--- src/rtl/multicycle_control_pkg.sv ---
// multicycle_control_pkg: opcode constants, control-field encodings and FSM state enum shared by the control FSM and its output decoder
package multicycle_control_pkg;
  localparam logic [5:0] OP_RTYPE = 6'b000000;
  localparam logic [5:0] OP_LW    = 6'b100011;
  localparam logic [5:0] OP_SW    = 6'b101011;
  localparam logic [5:0] OP_BEQ   = 6'b000100;
  localparam logic [5:0] OP_BNE   = 6'b000101;
  localparam logic [5:0] OP_J     = 6'b000010;
  localparam logic [5:0] OP_ADDI  = 6'b001000;
  localparam logic [5:0] OP_SLTI  = 6'b001010;
  localparam logic [5:0] OP_ANDI  = 6'b001100;
  localparam logic [5:0] OP_ORI   = 6'b001101;
  localparam logic [5:0] OP_XORI  = 6'b001110;
  localparam logic [1:0] ALUOP_ADD   = 2'b00;
  localparam logic [1:0] ALUOP_SUB   = 2'b01;
  localparam logic [1:0] ALUOP_FUNCT = 2'b10;
  localparam logic [1:0] ALUOP_IOP   = 2'b11;
  localparam logic [1:0] SRCB_B      = 2'b00;
  localparam logic [1:0] SRCB_FOUR   = 2'b01;
  localparam logic [1:0] SRCB_IMM    = 2'b10;
  localparam logic [1:0] SRCB_IMM_SH = 2'b11;
  localparam logic [1:0] PCSRC_ALU    = 2'b00;
  localparam logic [1:0] PCSRC_ALUOUT = 2'b01;
  localparam logic [1:0] PCSRC_JUMP   = 2'b10;
  typedef enum logic [3:0] {
    S_IF, S_ID, S_EX_ADDR, S_MEM_RD, S_WB_LD, S_MEM_WR, S_EX_R,
    S_WB_R, S_EX_I, S_WB_I, S_BEQ, S_BNE, S_JMP
  } state_t;
  function automatic logic is_zero_ext(input logic [5:0] op);
    return op inside {OP_ANDI, OP_ORI, OP_XORI};
  endfunction
endpackage

--- src/rtl/multicycle_ctrl_out_dec.sv ---
// multicycle_ctrl_out_dec: combinational map of state, latched opcode and mem_ready to every datapath control; quiet forces all strobes and write enables low
module multicycle_ctrl_out_dec
  import multicycle_control_pkg::*;
(
  input  logic       clk_unused_n,
  input  state_t     state,
  input  logic [5:0] opcode_reg,
  input  logic       ready,
  input  logic       quiet,
  output logic       pc_write,
  output logic       pc_write_cond,
  output logic       branch_ne,
  output logic       i_or_d,
  output logic       mem_read,
  output logic       mem_write,
  output logic       ir_write,
  output logic       mem_to_reg,
  output logic       reg_dst,
  output logic       reg_write,
  output logic       alu_src_a,
  output logic [1:0] alu_src_b,
  output logic       zero_ext,
  output logic [1:0] pc_source,
  output logic [1:0] alu_op,
  output logic [2:0] i_op
);
  logic unused;
  assign unused = clk_unused_n;
  assign i_op = opcode_reg[2:0];
  always_comb begin
    pc_write = 1'b0;
    pc_write_cond = 1'b0;
    branch_ne = 1'b0;
    i_or_d = 1'b0;
    mem_read = 1'b0;
    mem_write = 1'b0;
    ir_write = 1'b0;
    mem_to_reg = 1'b0;
    reg_dst = 1'b0;
    reg_write = 1'b0;
    alu_src_a = 1'b0;
    alu_src_b = SRCB_B;
    zero_ext = 1'b0;
    pc_source = PCSRC_ALU;
    alu_op = ALUOP_ADD;
    case (state)
      S_IF: begin
        mem_read = 1'b1;
        alu_src_b = SRCB_FOUR;
        ir_write = ready;
        pc_write = ready;
      end
      S_ID: alu_src_b = SRCB_IMM_SH;
      S_EX_ADDR: begin
        alu_src_a = 1'b1;
        alu_src_b = SRCB_IMM;
      end
      S_MEM_RD: begin
        mem_read = 1'b1;
        i_or_d = 1'b1;
      end
      S_WB_LD: begin
        reg_write = 1'b1;
        mem_to_reg = 1'b1;
      end
      S_MEM_WR: begin
        mem_write = 1'b1;
        i_or_d = 1'b1;
      end
      S_EX_R: begin
        alu_src_a = 1'b1;
        alu_op = ALUOP_FUNCT;
      end
      S_WB_R: begin
        reg_write = 1'b1;
        reg_dst = 1'b1;
      end
      S_EX_I: begin
        alu_src_a = 1'b1;
        alu_src_b = SRCB_IMM;
        alu_op = ALUOP_IOP;
        zero_ext = is_zero_ext(opcode_reg);
      end
      S_WB_I: reg_write = 1'b1;
      S_BEQ, S_BNE: begin
        alu_src_a = 1'b1;
        alu_op = ALUOP_SUB;
        pc_write_cond = 1'b1;
        pc_source = PCSRC_ALUOUT;
        branch_ne = state == S_BNE;
      end
      S_JMP: begin
        pc_write = 1'b1;
        pc_source = PCSRC_JUMP;
      end
      default: ;
    endcase
    if (quiet) begin
      pc_write = 1'b0;
      pc_write_cond = 1'b0;
      mem_read = 1'b0;
      mem_write = 1'b0;
      ir_write = 1'b0;
      reg_write = 1'b0;
    end
  end
endmodule

--- src/rtl/multicycle_control.sv ---
// multicycle_control: multi-cycle MIPS control FSM (in: clk, rst, opcode, mem_ready; out: PC/memory/IR/regfile strobes, mux selects, alu_op, i_op, illegal)
module multicycle_control
  import multicycle_control_pkg::*;
#(
  parameter bit USE_MEM_READY = 1'b1,
  parameter int STATE_W = 4
) (
  input  logic       clk,
  input  logic       rst,
  input  logic [5:0] opcode,
  input  logic       mem_ready,
  output logic       pc_write,
  output logic       pc_write_cond,
  output logic       branch_ne,
  output logic       i_or_d,
  output logic       mem_read,
  output logic       mem_write,
  output logic       ir_write,
  output logic       mem_to_reg,
  output logic       reg_dst,
  output logic       reg_write,
  output logic       alu_src_a,
  output logic [1:0] alu_src_b,
  output logic       zero_ext,
  output logic [1:0] pc_source,
  output logic [1:0] alu_op,
  output logic [2:0] i_op,
  output logic       illegal
);
  logic [STATE_W-1:0] state_q;
  logic [5:0] opcode_reg;
  state_t state, state_d;
  logic ready, bad;
  assign ready = USE_MEM_READY ? mem_ready : 1'b1;
  assign state = state_t'(state_q);
  assign illegal = bad & ~rst;
  always_ff @(posedge clk or posedge rst)
    if (rst) begin
      state_q <= STATE_W'(S_IF);
      opcode_reg <= '0;
    end else begin
      state_q <= STATE_W'(state_d);
      if (state == S_ID) opcode_reg <= opcode;
    end
  always_comb begin
    state_d = S_IF;
    bad = 1'b0;
    case (state)
      S_IF: state_d = ready ? S_ID : S_IF;
      S_ID:
        case (opcode)
          OP_RTYPE: state_d = S_EX_R;
          OP_LW, OP_SW: state_d = S_EX_ADDR;
          OP_BEQ: state_d = S_BEQ;
          OP_BNE: state_d = S_BNE;
          OP_J: state_d = S_JMP;
          OP_ADDI, OP_SLTI, OP_ANDI, OP_ORI, OP_XORI: state_d = S_EX_I;
          default: bad = 1'b1;
        endcase
      S_EX_ADDR: state_d = opcode_reg == OP_LW ? S_MEM_RD : S_MEM_WR;
      S_MEM_RD: state_d = ready ? S_WB_LD : S_MEM_RD;
      S_MEM_WR: state_d = ready ? S_IF : S_MEM_WR;
      S_EX_R: state_d = S_WB_R;
      S_EX_I: state_d = S_WB_I;
      default: state_d = S_IF;
    endcase
  end
  multicycle_ctrl_out_dec u_dec (
    .clk_unused_n(clk),
    .state(state),
    .opcode_reg(opcode_reg),
    .ready(ready),
    .quiet(rst),
    .pc_write(pc_write),
    .pc_write_cond(pc_write_cond),
    .branch_ne(branch_ne),
    .i_or_d(i_or_d),
    .mem_read(mem_read),
    .mem_write(mem_write),
    .ir_write(ir_write),
    .mem_to_reg(mem_to_reg),
    .reg_dst(reg_dst),
    .reg_write(reg_write),
    .alu_src_a(alu_src_a),
    .alu_src_b(alu_src_b),
    .zero_ext(zero_ext),
    .pc_source(pc_source),
    .alu_op(alu_op),
    .i_op(i_op)
  );
endmodule

--- config.mk ---
export PLATFORM = sky130hd
export DESIGN_NAME = multicycle_control
export DESIGN_NICKNAME = d
export VERILOG_FILES = /design/src/rtl/multicycle_control_pkg.sv /design/src/rtl/multicycle_ctrl_out_dec.sv /design/src/rtl/multicycle_control.sv
export SDC_FILE = /design/constraint.sdc
export NUM_CORES = 1
export LEC_CHECK = 0
export BUFFER_PORTS_ARGS = -buffer_cell sky130_fd_sc_hd__buf_2
export CORE_MARGIN = 1.5
export CORE_UTILIZATION = 44
export CTS_CLUSTER_DIAMETER = 30
export DETAILED_ROUTE_END_ITERATION = 10
export PLACE_DENSITY = 0.84
export REMOVE_ABC_BUFFERS = 1
export SLEW_MARGIN = 10
export SYNTH_ARGS = -nofsm -noshare
export SYNTH_HDL_FRONTEND = slang
export SYNTH_SLANG_ARGS = --single-unit
export TNS_END_PERCENT = 100
--- constraint.sdc ---
create_clock -name clk -period 2.8 [get_ports clk]
set_input_delay 0.28 -clock clk [delete_from_list [all_inputs] [get_ports clk]]
set_output_delay 0.28 -clock clk [all_outputs]
set_load 0.02 [all_outputs]
==> results.sh, run 1 <==
export IMPL_grt_overflow_total=0
export IMPL_report_final_slew_viol_count=0
export IMPL_synth_area_per_cell_um2=7.41
export IMPL_diodes=0
export IMPL_die_height_um=48.2
export IMPL_final_cell_mix="buf_2, nand2_1, nor2_1"
export IMPL_fin_setup_tns_ns=0
export IMPL_post_cts_buffers=0
export IMPL_reg2reg_depth=3
export IMPL_synth_area_leaders="dfrtp_1, nand2_1, nor2_1"
export IMPL_area_delta_synth_final_pct=16.2
export IMPL_cts_repair_resized=0
export IMPL_crit_required_ns=2.52
export IMPL_drv_cap=0
export IMPL_synth_flop_cell="dfrtp_1"
export IMPL_synth_cells=121
export IMPL_grt_util_all_layers_pct=18.7
export IMPL_clock_path_buffers=2
export IMPL_timing_fmax_mhz=430
export IMPL_peakVddDrop_mv=0.618
export IMPL_ant_nets=0
export IMPL_postSynth_asyncResetShare_pct=100
export IMPL_synth_top_area_share_pct=27.9
export IMPL_io_buffers=30
export IMPL_start_util_pct=46.2
export IMPL_min_period_ns=2.33
export IMPL_synth_top_area_cell="dfrtp_1"
export IMPL_grt_max_degree=24
export IMPL_ys_ff_latch=10
export IMPL_cts_hold_buffers_added=0
export IMPL_vias=937
export IMPL_cp_end_kind="output pin"
export IMPL_dieArea_um2=2320
export IMPL_min_period_over_period_pct=83.1
export IMPL_clkSlewWorstSetupHoldPaths_ns=0.06
export IMPL_place_inst=165
export IMPL_pin_count=31
export IMPL_htreeDepth=1
export IMPL_grt_pass1_vias=749
export IMPL_rsz0062_at_grt="false"
export IMPL_root_buffer="clkbuf_4"
export IMPL_antenna_found_initial=0
export IMPL_final_seq_area_um2=250
export IMPL_setup_violations=0
export IMPL_ys_seq_area_share_pct=27.9
export IMPL_worst_pin_slew_ns=0.842
export IMPL_finalHoldWorstSlack_ns=0.0536
export IMPL_power_density_nw_per_um2=870
export IMPL_hold_viol=0
export IMPL_status="finished, final reports clean"
export IMPL_synth_cell_types=39
export IMPL_routedWlPerCell_um=12.5
export IMPL_nets=152
export IMPL_hp_class="input port to asynchronous set/reset pin"
export IMPL_fp_coreArea_um2=1940
export IMPL_final_cells=169
export IMPL_reg2reg_from="state[0]"
export IMPL_yosys_warnings=0
export IMPL_crit_arrival_ns=2.05
export IMPL_fin_skew_ns=0.000865
export IMPL_largest_reg_flops=6
export IMPL_syn_area_um2=897
export IMPL_r2r_end="state[0]"
export IMPL_numCtsBuffers=3
export IMPL_final_common_cell="buf_2"
export IMPL_drive_gt1_share_pct=26.8
export IMPL_place_gp_congestion=0.872
export IMPL_firstDrtPassIters=4
export IMPL_drt_total_wl_um=2120
export IMPL_clk_latency_ns=0.26
export IMPL_cts_tree="done"
export IMPL_crit_path_start_kind="flip-flop"
export IMPL_relSlewSlack_pct=43.1
export IMPL_post_dp_hpwl_um=1570
export IMPL_cts_sinks=10
export IMPL_drt_initial_drc_count=17
export IMPL_multiInputGateArea_um2=561
export IMPL_viasPerCell=5.54
export IMPL_crit_fanout=23
export IMPL_grt_pass1_wl_um=3120
export IMPL_std_cell_rows=16
export IMPL_fp_dieW_um=48.2
export IMPL_fin_total_pwr_uw=907
export IMPL_r2r_slack_ns=0.80
export IMPL_worstSetupPathType="flip-flop to output pin"
export IMPL_leakage_nw=0.518
export IMPL_num_fill_cells=200
export IMPL_synth_edf_count=0
export IMPL_drc=0
cell type report:
| class | count | area share (%) |
|---|---|---|
| Sequential cell | 10 | 24.0 |
| Multi-Input combinational cell | 95 | 53.8 |
| Tap cell | 27 | 3.24 |
| Timing Repair Buffer | 30 | 14.4 |
| Inverter | 3 | 1.08 |
| Clock buffer | 4 | 3.48 |
worst max path at each step:
stage / startpoint / to / slack, ns / cells past startpoint
3_3_place_gp: state[0] / illegal / 0.86 / 3
3_5_place_dp: state[0] / illegal / 0.77 / 3
2_1_floorplan: state[1] / zero_ext / 0.50 / 2
6_report: state[0] / illegal / 0.47 / 3
4_1_cts: state[0] / illegal / 0.47 / 3
5_1_grt: state[0] / illegal / 0.34 / 3
power by group:
group	switching, mW	total [mW]	internal (mW)
Sequential	0.114	0.316	0.202
Clock	0.0486	0.128	0.0789
Combinational	0.283	0.463	0.180
Total	0.446	0.907	0.461
synth_stat cells, types with 2 or more instances:
| cell | count |
|---|---|
| nand2b_1 | 3 |
| a21oi_1 | 4 |
| dfrtp_1 | 10 |
| nor3_1 | 2 |
| nand2_1 | 24 |
| a2111oi_0 | 2 |
| o22ai_1 | 2 |
| nor2b_1 | 5 |
| buf_6 | 2 |
| inv_1 | 3 |
| or3b_2 | 2 |
| nand3_1 | 2 |
| nor4b_1 | 4 |
| and3_1 | 2 |
| nor2_1 | 11 |
| buf_4 | 3 |
| clkbuf_1 | 7 |
| xor2_1 | 2 |
| o21ai_0 | 7 |
| or3_1 | 2 |
| and4_1 | 3 |
| a211oi_1 | 2 |
worst max-delay path, cell delays in order (launching register included):
cell and delay [ns]:
dfrtp_1 0.70, or4b_4 0.60, nor4b_1 0.27, buf_2 0.21
per-stage QoR:
step / instance area, µm² / setup slack (ns) / util, %
final: 1040 / 0.474 / 53.7
after global routing: 1040 / 0.343 / 53.7
after CTS: 1040 / 0.473 / 53.7
after detailed placement: 1010 / 0.773 / 51.8
after global placement: 1010 / 0.865 / 51.8
after floorplan: 822 / 0.497 / -
cell families (layout without fill, tap and decap cells):
group,Yosys count,in the layout,share of synthesized area [%]
buffers and inverters,16,37,9.62
AND/OR/NAND/NOR,70,70,43.7
AO/OA/AOI/OAI,23,23,16.9
XOR/XNOR,2,2,1.95
flip-flops,10,10,27.9
metal layers:
| metal | global-route usage (%) | share of wire (%) |
|---|---|---|
| met1 | 25.3 | 45 |
| met2 | 31.8 | 49 |
| met3 | 2.22 | 5.1 |
| met4 | 4.32 | 0.52 |
| met5 | 0 | 0 |
Note: power is estimated with default switching activity, not from simulation.
==> run 2: changes to the inputs <==
--- a/config.mk
+++ b/config.mk
@@ -10,7 +10,7 @@
 export CORE_UTILIZATION = 44
 export CTS_CLUSTER_DIAMETER = 30
 export DETAILED_ROUTE_END_ITERATION = 10
-export PLACE_DENSITY = 0.84
+export PLACE_DENSITY = 0.86
 export REMOVE_ABC_BUFFERS = 1
 export SLEW_MARGIN = 10
 export SYNTH_ARGS = -nofsm -noshare
==> constraint.sdc (replaced) <==
create_clock -name clk -period 2.07 [get_ports clk]
set_input_delay 0.207 -clock clk [delete_from_list [all_inputs] [get_ports clk]]
set_output_delay 0.207 -clock clk [all_outputs]
set_load 0.02 [all_outputs]
==> results.sh, run 2 (synthesis gave the netlist of run 1 again) <==
export IMPL_cts_sinks=10
export IMPL_grt_pass1_vias=824
export IMPL_grt_pass1_wl_um=3360
export IMPL_worstSetupPathType="flip-flop to output pin"
export IMPL_grt_overflow_total=0
export IMPL_rsz0062_at_grt="false"
export IMPL_relSlewSlack_pct=70.8
export IMPL_crit_path_start_kind="flip-flop"
export IMPL_min_period_over_period_pct=96.8
export IMPL_nets=158
export IMPL_worst_pin_slew_ns=0.438
export IMPL_vias=969
export IMPL_num_fill_cells=195
export IMPL_crit_arrival_ns=1.80
export IMPL_diodes=0
export IMPL_drive_gt1_share_pct=31.8
export IMPL_crit_fanout=11
export IMPL_viasPerCell=5.54
export IMPL_root_buffer="clkbuf_4"
export IMPL_dieArea_um2=2320
export IMPL_final_common_cell="buf_2"
export IMPL_drv_cap=0
export IMPL_post_cts_buffers=0
export IMPL_ant_nets=0
export IMPL_numCtsBuffers=3
export IMPL_cts_tree="done"
export IMPL_crit_required_ns=1.86
export IMPL_firstDrtPassIters=4
export IMPL_top_layer="met4"
export IMPL_place_gp_congestion=0.835
export IMPL_grt_util_all_layers_pct=20.2
export IMPL_clk_latency_ns=0.26
export IMPL_postLayoutCoreUtil_pct=57.0
export IMPL_final_cell_mix="buf_2, nand2_1, nor2_1"
export IMPL_fp_coreArea_um2=1940
export IMPL_hold_viol=0
export IMPL_std_cell_rows=16
export IMPL_drc=0
export IMPL_drt_total_wl_um=2190
export IMPL_clock_path_buffers=2
export IMPL_post_dp_hpwl_um=1700
export IMPL_start_util_pct=46.2
export IMPL_htreeDepth=1
export IMPL_antenna_found_initial=0
export IMPL_wl_met2_um=1060
export IMPL_pre_cts_ws_ns=0.240
export IMPL_grt_max_degree=18
export IMPL_report_final_slew_viol_count=0
export IMPL_cp_end_kind="output pin"
export IMPL_leakage_nw=0.548
export IMPL_dr_wl_met3_um=106
export IMPL_area_delta_synth_final_pct=23.3
export IMPL_status="finished, final reports clean"
export IMPL_timing_fmax_mhz=499
export IMPL_routedWlPerCell_um=12.5
export IMPL_power_density_nw_per_um2=1180
export IMPL_fin_skew_ns=0.000817
export IMPL_fp_dieW_um=48.2
export IMPL_hp_class="input port to flip-flop"
export IMPL_peakVddDrop_mv=0.833
export IMPL_clkSlewWorstSetupHoldPaths_ns=0.06
export IMPL_pin_count=31
export IMPL_setup_slack_ns=0.0658
export IMPL_largest_reg_flops=6
export IMPL_io_buffers=30
export IMPL_drt_initial_drc_count=22
export IMPL_min_period_ns=2.00
export IMPL_fin_setup_tns_ns=0
export IMPL_die_height_um=48.2
export IMPL_setup_violations=0
export IMPL_wl_met1_um=1000
## run 2: final timing paths
check | startpoint | endpoint | slack (ns) | depth (start not counted)
max reg2reg | state[2] | state[0] | 0.29 | 3
max in group asynchronous | rst | state[0] | 1.21 | 3
min in group asynchronous | rst | state[1] | 0.53 | 3
min reg2reg | opcode_reg[3] | opcode_reg[3] | 0.52 | 2
max | state[3] | reg_write | 0.07 | 5
min | opcode[3] | opcode_reg[3] | 0.20 | 3
## run 2: cell type report
type	count	area (µm²)	area share, %
multi-input cells	95	574	51.9
flip-flops and latches	10	253	22.9
well taps	27	33.8	3.05
inverters	3	11.3	1.02
clock buffers	4	36.3	3.28
repair buffers	36	198	17.9
## run 2: critical path: stages, from the launching register on
cell	delay [ns]
dfrtp_2	0.47
buf_4	0.19
or3b_2	0.44
a21oi_1	0.16
o21a_1	0.12
buf_2	0.15
## run 2: timing repair
item,4_1_cts,5_1_grt
setup endpoints to repair,1,4
hold endpoints to repair,10,0
hold buffers,1,0
resized for setup,1,5
## run 2: per-layer routing
| layer | up-vias | track usage (%) |
|---|---|---|
| met2 | 37 | 34.2 |
| met1 | 445 | 26.0 |
| li1 | 483 | - |
| met4 | 0 | 5.95 |
| met5 | - | 0 |
| met3 | 4 | 3.70 |
## run 2: per-stage QoR
step / power [mW] / instance area (µm²) / hold WS (ns) / instances
floorplan: 0.844 / 822 / 0.0661 / 108
global placement: 1.07 / 1040 / 0.284 / 170
detailed placement: 1.11 / 1040 / 0.279 / 170
CTS: 1.29 / 1090 / 0.186 / 175
global route: 1.42 / 1110 / 0.211 / 175
finish: 1.31 / 1110 / 0.196 / 175
## run 2: report_power, final
group	leakage [nW]	internal (mW)	switching (mW)
Clock	0.0210	0.107	0.0655
Sequential	0.125	0.278	0.116
Combinational	0.403	0.288	0.454
Total	0.548	0.673	0.635
==> run 3: changes to the inputs <==
--- a/config.mk
+++ b/config.mk
@@ -6,11 +6,13 @@
 export NUM_CORES = 1
 export LEC_CHECK = 0
 export BUFFER_PORTS_ARGS = -buffer_cell sky130_fd_sc_hd__buf_2
+export CELL_PAD_IN_SITES_DETAIL_PLACEMENT = 0
+export CELL_PAD_IN_SITES_GLOBAL_PLACEMENT = 2
 export CORE_MARGIN = 1.5
-export CORE_UTILIZATION = 44
+export CORE_UTILIZATION = 24
 export CTS_CLUSTER_DIAMETER = 30
 export DETAILED_ROUTE_END_ITERATION = 10
-export PLACE_DENSITY = 0.86
+export PLACE_DENSITY = 0.87
 export REMOVE_ABC_BUFFERS = 1
 export SLEW_MARGIN = 10
 export SYNTH_ARGS = -nofsm -noshare
==> results.sh, run 3 (synthesis gave the netlist of run 1 again) <==
export IMPL_peakVddDrop_mv=0.517
export IMPL_grt_pass1_vias=881
export IMPL_worstSetupPathType="flip-flop to output pin"
export IMPL_drv_cap=0
export IMPL_numCtsBuffers=3
export IMPL_leakage_nw=0.556
export IMPL_ant_nets=0
export IMPL_final_seq_area_um2=251
export IMPL_fin_skew_ns=0.00134
export IMPL_placed_cell_area_um2=1080
export IMPL_io_buffers=30
export IMPL_cp_end_kind="output pin"
export IMPL_start_util_pct=24.7
export IMPL_hold_viol=0
export IMPL_worst_pin_slew_ns=0.410
export IMPL_grt_overflow_total=0
export IMPL_crit_path_start_kind="flip-flop"
export IMPL_grt_max_degree=22
export IMPL_grt_pass1_wl_um=3960
export IMPL_fin_setup_tns_ns=0
export IMPL_pwr_share_clk_pct=18.1
export IMPL_finalHoldWorstSlack_ns=0.00539
export IMPL_routedWlPerCell_um=11.8
export IMPL_combPwrFrac_pct=54.5
export IMPL_setup_violations=0
export IMPL_nets=158
export IMPL_root_buffer="clkbuf_8"
export IMPL_pwr_share_seq_pct=27.4
export IMPL_firstDrtPassIters=4
export IMPL_viasPerCell=4.69
export IMPL_postLayoutCoreUtil_pct=31.2
export IMPL_status="finished, final reports clean"
export IMPL_crit_required_ns=1.86
export IMPL_drt_initial_drc_count=68
export IMPL_cts_tree="done"
export IMPL_hp_class="input port to asynchronous set/reset pin"
export IMPL_htreeDepth=1
export IMPL_power_switching_uw=619
export IMPL_largest_reg_flops=6
export IMPL_dieArea_um2=4110
export IMPL_crit_fanout=10
export IMPL_place_gp_congestion=0.826
export IMPL_report_final_slew_viol_count=0
export IMPL_fin_total_pwr_mw=1.35
export IMPL_vias=919
export IMPL_antenna_found_initial=0
export IMPL_fp_coreArea_um2=3630
export IMPL_post_cts_buffers=0
export IMPL_num_fill_cells=422
export IMPL_multiInputGateArea_um2=561
export IMPL_die_height_um=64.1
export IMPL_area_delta_synth_final_pct=26.4
export IMPL_std_cell_rows=22
export IMPL_drt_total_wl_um=2320
export IMPL_clk_latency_ns=0.23
export IMPL_drive_gt1_share_pct=30.4
export IMPL_swShare_pct=45.9
export IMPL_p_int_uw=729
export IMPL_relSlewSlack_pct=72.4
export IMPL_final_cell_mix="buf_2, nand2_1, nor2_1"
export IMPL_fp_dieW_um=64.1
export IMPL_final_common_cell="buf_2"
export IMPL_clock_path_buffers=2
export IMPL_min_period_ns=1.99
export IMPL_drc=0
export IMPL_clkSlewWorstSetupHoldPaths_ns=0.05
export IMPL_min_period_over_period_pct=95.9
export IMPL_cts_sinks=10
export IMPL_diodes=0
export IMPL_design_area_um2=1130
export IMPL_timing_fmax_mhz=504
export IMPL_cts_hold_buffers_added=0
export IMPL_post_dp_hpwl_um=1760
export IMPL_rsz0062_at_grt="false"
export IMPL_pin_count=31
export IMPL_power_density_nw_per_um2=1190
export IMPL_grt_util_all_layers_pct=11.8
export IMPL_crit_arrival_ns=1.78
-- run 3: area by class of cell --
type                    count  area share, %
inverters                   3          0.993
flip-flops and latches     10           22.2
clock buffers               4           4.86
well taps                  48           5.30
multi-input cells          95           49.4
repair buffers             36           17.2
-- run 3: path summary, 6_finish.rpt --
check / start / to / slack (ns) / depth (start not counted)
min: rst / state[2] / 0.005 / 3
max in group asynchronous: rst / state[0] / 1.89 / 3
max reg2reg: state[1] / state[0] / 0.31 / 3
max: state[1] / illegal / 0.08 / 3
min reg2reg: opcode_reg[5] / opcode_reg[5] / 0.51 / 2
min in group clk: opcode[3] / opcode_reg[3] / 0.22 / 3
-- run 3: repair_timing --
| item | CTS | global route |
|---|---|---|
| resized for setup | 1 | 0 |
| pin swaps | 0 | 1 |
| setup endpoints to repair | 1 | 1 |
| hold endpoints to repair | 0 | 0 |
-- run 3: power by group through the flow --
stage	registers, mW	logic, mW	clock network, mW
after floorplan	0.426	0.418	0
after global placement	0.360	0.734	0
after detailed placement	0.367	0.737	0
after CTS	0.368	0.742	0.252
after global routing	0.385	0.813	0.267
final	0.370	0.735	0.243
-- run 3: per-layer routing --
metal | track usage (%) | share of wire (%) | vias up
li1 | - | - | 482
met3 | 1.94 | 4.6 | 2
met2 | 18.6 | 46 | 26
met1 | 16.5 | 49 | 409
met4 | 3.19 | 0.52 | 0
met5 | 0 | 0 | -
-- run 3: metrics by stage --
step,cells,setup WS [ns]
floorplan,108,-0.160
global placement,192,0.300
detailed placement,192,0.244
CTS,196,0.00813
global route,196,0.00196
finish,196,0.0846
-- run 3: worst max-delay path, stage by stage (launching register included) --
cell and delay (ns):
dfrtp_1 0.45, or4b_4 0.58, nor4b_1 0.29, buf_2 0.22
